--- config.mk ---
export PLATFORM = sky130hd
export DESIGN_NAME = float_mul_pipe_flat
export DESIGN_NICKNAME = d
export VERILOG_FILES = /design/src/rtl/float_mul_pipe_pkg.sv /design/src/rtl/float_mul_pipe_if.sv /design/src/rtl/float_mul_pipe_round_rne.sv /design/src/rtl/float_mul_pipe.sv /design/src/flat_wrapper.sv
export SDC_FILE = /design/constraint.sdc
export NUM_CORES = 2
export LEC_CHECK = 0
export BUFFER_PORTS_ARGS = -buffer_cell sky130_fd_sc_hd__buf_2
export CAP_MARGIN = 40
export CORE_UTILIZATION = 40
export CTS_BUF_LIST = sky130_fd_sc_hd__clkbuf_16
export CTS_CLUSTER_DIAMETER = 100
export DETAILED_ROUTE_END_ITERATION = 10
export GPL_TIMING_DRIVEN = 0
export PLACE_DENSITY = 0.64
export SETUP_SLACK_MARGIN = 0.4
export SYNTH_ARGS = -nofsm -noshare
export SYNTH_HDL_FRONTEND = slang
export SYNTH_SLANG_ARGS = --single-unit
--- constraint.sdc ---
create_clock -name clock -period 12.72 [get_ports clock]
set_input_delay 1.272 -clock clock [delete_from_list [all_inputs] [get_ports clock]]
set_output_delay 1.272 -clock clock [all_outputs]
set_load 0.01 [all_outputs]
--- src/rtl/float_mul_pipe_pkg.sv ---
// float_mul_pipe_pkg: float format helpers shared by the multiplier and its rounder
package float_mul_pipe_pkg;
  function automatic int getExpBias(input int exp_w);
    return (1 << (exp_w - 1)) - 1;
  endfunction
  function automatic int getMaxUnsignedExp(input int exp_w);
    return (1 << exp_w) - 1;
  endfunction
  function automatic int getMinSignedNormalExp(input int exp_w);
    return 1 - getExpBias(exp_w);
  endfunction
  function automatic int getMulProdWidth(input int frac_w);
    return 2 * frac_w + 2;
  endfunction
endpackage

--- src/rtl/float_mul_pipe_if.sv ---
// float_mul_pipe_if: operand/result valid-ready bundle for float_mul_pipe
interface float_mul_pipe_if #(parameter int EXP = 8, parameter int FRAC = 23);
  logic inValid, inReady, outValid, outReady;
  logic [EXP+FRAC:0] inA, inB, out;
  modport master(output inValid, inA, inB, outReady, input inReady, outValid, out);
  modport slave(input inValid, inA, inB, outReady, output inReady, outValid, out);
endinterface

--- src/rtl/float_mul_pipe_round_rne.sv ---
// float_round_rne: round-to-nearest-even and pack {sign, biased exp, significand+GRS}, overflow to inf
module float_round_rne import float_mul_pipe_pkg::*; #(
  parameter int EXP = 8,
  parameter int FRAC = 23
) (
  input  logic              sign_i,
  input  logic [EXP+1:0]    exp_i,
  input  logic [FRAC:0]     sig_i,
  input  logic              g_i,
  input  logic              r_i,
  input  logic              s_i,
  output logic [EXP+FRAC:0] res_o
);
  localparam int EW = EXP + 2;
  logic inc;
  logic [FRAC+1:0] sum;
  logic [EW-1:0] exp_r;
  // exp_i is 0 for denormals; a carry into the hidden bit promotes them to the minimum normal
  always_comb begin
    inc = g_i & (r_i | s_i | sig_i[0]);
    sum = {1'b0, sig_i} + (FRAC+2)'(inc);
    exp_r = sum[FRAC+1] ? exp_i + EW'(1) : (exp_i == '0 && sum[FRAC]) ? EW'(1) : exp_i;
    res_o = ($signed(exp_r) >= EW'(getMaxUnsignedExp(EXP))) ? {sign_i, {EXP{1'b1}}, {FRAC{1'b0}}}
          : {sign_i, exp_r[EXP-1:0], sum[FRAC+1] ? {FRAC{1'b0}} : sum[FRAC-1:0]};
  end
endmodule

--- src/rtl/float_mul_pipe.sv ---
// float_mul_pipe: 3-stage RNE float multiplier (unpack/multiply, normalize, round) with global stall
module float_mul_pipe import float_mul_pipe_pkg::*; #(
  parameter int EXP = 8,
  parameter int FRAC = 23
) (
  input logic clock,
  input logic resetn,
  float_mul_pipe_if.slave bus
);
  localparam int W = 1 + EXP + FRAC;
  localparam int EW = EXP + 2;
  localparam int SW = FRAC + 1;
  localparam int PW = getMulProdWidth(FRAC);
  localparam int LW = $clog2(PW + 1);
  localparam logic signed [EW-1:0] BIAS = EW'(getExpBias(EXP));
  localparam logic signed [EW-1:0] EMIN = EW'(getMinSignedNormalExp(EXP));
  localparam logic signed [EW-1:0] SHMAX = EW'(FRAC + 3);
  typedef struct packed {
    logic sign;
    logic [EW-1:0] exp;
    logic [PW-1:0] prod;
    logic spec;
    logic [W-1:0] spec_val;
  } s1_t;
  typedef struct packed {
    logic sign;
    logic [EW-1:0] exp;
    logic [SW-1:0] sig;
    logic g;
    logic r;
    logic s;
    logic spec;
    logic [W-1:0] spec_val;
  } s2_t;
  logic v1_q, v2_q, v3_q, stall, en;
  s1_t s1_d, s1_q;
  s2_t s2_d, s2_q;
  logic [W-1:0] rnd, out_d, out_q;
  logic sa, sb, za, zb, ia, ib, na, nb, nan;
  logic [EXP-1:0] ea, eb;
  logic [FRAC-1:0] fa, fb;
  logic signed [EW-1:0] ua, ub, e_n, d;
  logic [LW-1:0] lz;
  logic [PW-1:0] m, mm;
  logic so;
  assign stall = v3_q & ~bus.outReady;
  assign en = ~stall;
  assign bus.inReady = en;
  assign bus.outValid = v3_q;
  assign bus.out = out_q;
  always_comb begin
    {sa, ea, fa} = bus.inA;
    {sb, eb, fb} = bus.inB;
    za = ea == '0 && fa == '0;
    zb = eb == '0 && fb == '0;
    ia = &ea && fa == '0;
    ib = &eb && fb == '0;
    na = &ea && fa != '0;
    nb = &eb && fb != '0;
    ua = (ea == '0) ? EMIN : $signed({2'b00, ea}) - BIAS;
    ub = (eb == '0) ? EMIN : $signed({2'b00, eb}) - BIAS;
    nan = na | nb | (ia & zb) | (ib & za);
    s1_d.sign = sa ^ sb;
    s1_d.exp = ua + ub;
    s1_d.prod = PW'({ea != '0, fa}) * PW'({eb != '0, fb});
    s1_d.spec = nan | ia | ib | za | zb;
    s1_d.spec_val = nan ? {1'b0, {EXP{1'b1}}, {FRAC{1'b1}}}
                  : (ia | ib) ? {sa ^ sb, {EXP{1'b1}}, {FRAC{1'b0}}} : {sa ^ sb, {(W-1){1'b0}}};
  end
  // product MSB at PW-1 means value 1.x * 2^(exp+1); below EMIN shift right into denormal range
  always_comb begin
    lz = LW'(PW);
    for (int i = 0; i < PW; i++) if (s1_q.prod[i]) lz = LW'(PW - 1 - i);
    m = s1_q.prod << lz;
    e_n = $signed(s1_q.exp) + EW'(1) - $signed({{(EW-LW){1'b0}}, lz});
    d = (e_n < EMIN) ? ((EMIN - e_n > SHMAX) ? SHMAX : EMIN - e_n) : '0;
    so = |(m & ((PW'(1) << d) - PW'(1)));
    mm = m >> d;
    s2_d.sign = s1_q.sign;
    s2_d.exp = mm[PW-1] ? e_n + BIAS : '0;
    s2_d.sig = mm[PW-1 -: SW];
    s2_d.g = mm[PW-1-SW];
    s2_d.r = mm[PW-2-SW];
    s2_d.s = (|mm[PW-3-SW:0]) | so;
    s2_d.spec = s1_q.spec;
    s2_d.spec_val = s1_q.spec_val;
  end
  float_round_rne #(.EXP(EXP), .FRAC(FRAC)) u_rnd (
    .sign_i(s2_q.sign),
    .exp_i (s2_q.exp),
    .sig_i (s2_q.sig),
    .g_i   (s2_q.g),
    .r_i   (s2_q.r),
    .s_i   (s2_q.s),
    .res_o (rnd)
  );
  assign out_d = s2_q.spec ? s2_q.spec_val : rnd;
  always_ff @(posedge clock or negedge resetn) begin
    if (!resetn) begin
      v1_q <= 1'b0;
      v2_q <= 1'b0;
      v3_q <= 1'b0;
      s1_q <= '0;
      s2_q <= '0;
      out_q <= '0;
    end else if (en) begin
      v1_q <= bus.inValid;
      v2_q <= v1_q;
      v3_q <= v2_q;
      s1_q <= s1_d;
      s2_q <= s2_d;
      out_q <= out_d;
    end
  end
endmodule

--- src/flat_wrapper.sv ---
// flat-port wrapper written by rule: the top's interface ports become plain ports
module float_mul_pipe_flat import float_mul_pipe_pkg::*;
#(
  parameter int EXP = 8,
  parameter int FRAC = 23
)
  (clock, resetn, bus_inValid, bus_inA, bus_inB, bus_outReady, bus_inReady, bus_outValid, bus_out);
  float_mul_pipe_if #(.EXP(EXP), .FRAC(FRAC)) bus_i ();
  input logic clock;
  input logic resetn;
  input wire logic [$bits(bus_i.inValid)-1:0] bus_inValid;
  input wire logic [$bits(bus_i.inA)-1:0] bus_inA;
  input wire logic [$bits(bus_i.inB)-1:0] bus_inB;
  input wire logic [$bits(bus_i.outReady)-1:0] bus_outReady;
  output wire logic [$bits(bus_i.inReady)-1:0] bus_inReady;
  output wire logic [$bits(bus_i.outValid)-1:0] bus_outValid;
  output wire logic [$bits(bus_i.out)-1:0] bus_out;
  assign bus_i.inValid = bus_inValid;
  assign bus_i.inA = bus_inA;
  assign bus_i.inB = bus_inB;
  assign bus_i.outReady = bus_outReady;
  assign bus_inReady = bus_i.inReady;
  assign bus_outValid = bus_i.outValid;
  assign bus_out = bus_i.out;
  float_mul_pipe #(.EXP(EXP), .FRAC(FRAC)) u_core (.clock(clock), .resetn(resetn), .bus(bus_i));
endmodule
==> results by group <==
Synth
  – Synthesized Nets: 4904
  – Post-synthesis async set-or-reset flop share: 100%
  – Count of different cell masters after synthesis: 109
  – Netlist Area Pre-Place: 33800 um2
  – Syn Area/Cell: 8.15 um2
  – Post-synth EDFFs: 0
  – Top area cells in the synthesized netlist: fa_1, dfrtp_1, ha_1
  – Yosys warns: 0
  – Synth Instances: 4143
  – Yosys top cell area share: 28.7%
  – Synth Register Bits: 140
  – Post-synthesis sequential area ratio: 10.4%
  – Post-synth top flop: dfrtp_1
  – Area leader, netlist: fa_1

Setup path
  – CP max stage cell: o21ai_0
  – CP dominant cell by count: buf_2
  – CP required: 13.10 ns
  – Delay of the slowest critical-path stage: 0.68 ns
  – CP Launch Type: register
  – Setup crit start: u_core.s1_q[42]
  – WP data arrival: 11.41 ns
  – Crit path max fanout: 10
  – Setup CP Type: register to register
  – FF-to-FF Start: u_core.s1_q[42]
  – Setup crit end kind: register

GRT
  – Largest net degree at the start of global routing: 91
  – First-pass GRT wire length: 220000 um
  – Total gr overflow: 0
  – Initial antenna violation count: 5
  – Total GRT Usage: 35.1%
  – Number of global-route vias before repair: 33.0k

Min path
  – Path category of the worst min-delay check: register to register
  – Hold Startpoint: u_core.v2_q

Final layout
  – Layout cell share with drive strength beyond 1: 7.95%
  – Most frequent cells in the layout: nand2_1, inv_1, fa_1
  – Most common cell after layout, fill and taps aside: nand2_1
  – Synthesis-to-layout area growth: 8.50%
  – NumNets Final: 5060

Clock tree
  – CTS tree: done
  – CTS Hold Bufs: 0
  – Clock tree buffer depth: 2
  – Clk_lat worst skew: 0.51 ns
  – Root Driver: clkbuf_16
  – Worst-path clk slew: 0.08 ns
  – CTS H-tree lvls: 4
  – Post-CTS Resized: 0
  – CTS Buf Count: 17
  – Clock sink count: 140
  – Postcts setup bufs: 0

Timing
  – Clock Skew: 0.0155 ns
  – Endpoints failing setup: 0
  – Tmin final: 11.04 ns
  – Final Cycle Share: 86.8%
  – RSZ-0062 raised after global routing: false
  – Setup TNS: 0 ns
  – Max Slew Vio Count: 0
  – F_max: 0.0906 GHz
  – Setup WS post-layout: 1.68 ns
  – Final hold violations: 0
  – Max transition margin: 31.1%
  – Worst slew pin tran: 1.02 ns

Outcome
  – Status: complete, no violations

Floorplanning
  – I/O pin count: 102
  – Die height: 293 um
  – Die Wd: 293 um
  – Initial Util: 40.4%
  – Number of cell rows: 106
  – Core Footprint: 83600 um2
  – Die ar.: 85600 um2

Detailed routing
  – Vias per inst: 6.10
  – Via count: 32.9k
  – Final WL: 149000 um
  – Initial DRC count: 3209
  – Wire length per cell: 27.6 um
  – Drt first pass iters: 10
  – Final ANT Viol Nets: 0
  – # DRC: 0

Placement
  – HPWL Detailed: 121000 um
  – # port buffers: 98
  – Setup WS pre-CTS: 2.02 ns
  – Gp weighted congestion: 1.05

Job
  – Max-Cap Viols: 0
## state kept, by name, summed over array words and instances (netlist names)
name	flops
u_core.bus.out	32
u_core.bus.outValid	1
u_core.s1_q	63
u_core.s2_q	42
u_core.v1_q	1
u_core.v2_q	1
## Yosys cell counts, types with 32 or more instances
cell      number
a211oi_1      71
a21o_1        33
a21oi_1      177
and2_1       233
and3_1        32
buf_2         49
clkbuf_1     195
dfrtp_1      140
fa_1         484
ha_1         209
inv_1        534
mux2i_1       63
nand2_1      606
nand3_1       78
nor2_1       250
nor3_1        75
nor4_1        39
o21a_1        35
o21ai_0      165
o22ai_1       34
o31ai_1       40
xnor2_1       60
xor2_1        49
## routing by layer
| layer | wire length [um] | GRT usage [%] | up-vias |
|---|---|---|---|
| met1 | 55000 | 41.6 | 16262 |
| met2 | 67600 | 56.5 | 1902 |
| li1 | - | - | 14164 |
| met3 | 14100 | 7.82 | 558 |
| met4 | 12300 | 24.5 | 4 |
| met5 | 26 | 0 | - |
## cell families after synthesis
logic type	synth area share, %
AND/OR/NAND/NOR	20.2
AO/OA/AOI/OAI	17.3
buffers and inverters	9.71
adder cells (fa/ha/maj)	36.4
flip-flops	10.4
XOR/XNOR	2.83
multiplexers	3.16
## critical path, delay by kind of cell, from the launching register on
kind,cells,cell delay [ns]
buffers and inverters,13,3.62
flip-flops,1,0.39
AND/OR/NAND/NOR,8,2.28
XOR/XNOR,1,0.13
adder cells (fa/ha/maj),4,1.24
AO/OA/AOI/OAI,14,3.18
## layout make-up
type / instances / area, um2
Fill cell: 8564 / 46900
Multi-Input combinational cell: 3189 / 27000
Sequential cell: 140 / 3500
Buffer: 275 / 1250
Antenna cell: 4 / 10.0
Inverter: 539 / 2030
Timing Repair Buffer: 137 / 896
Clock buffer: 17 / 425
Tap cell: 1080 / 1350
Clock inverter: 15 / 189
## metrics by stage
step	std cells	cell area, um2	util, %	hold slack, ns
floorplan	4143	33800	-	0.430
global placement	5321	35600	42.6	0.443
detailed placement	5358	36000	43.1	0.447
CTS	5390	36600	43.8	0.463
global route	5392	36600	43.8	0.481
finish	5396	36600	43.9	0.463
## worst paths after layout
| check | to | slack (ns) | cells past startpoint |
|---|---|---|---|
| setup / recovery | u_core.s2_q[33] | 1.68 | 40 |
| hold / removal | u_core.bus.outValid | 0.46 | 1 |
| setup reg to reg | u_core.s2_q[33] | 1.68 | 40 |
| hold reg to reg | u_core.bus.outValid | 0.46 | 1 |
| max in group asynchronous | u_core.s1_q[49] | 11.13 | 2 |
| min in group asynchronous | u_core.s2_q[69] | 0.71 | 1 |
Power is not shown: default switching activity piles up to over one toggle a cycle in this logic, so the estimate is an artifact.
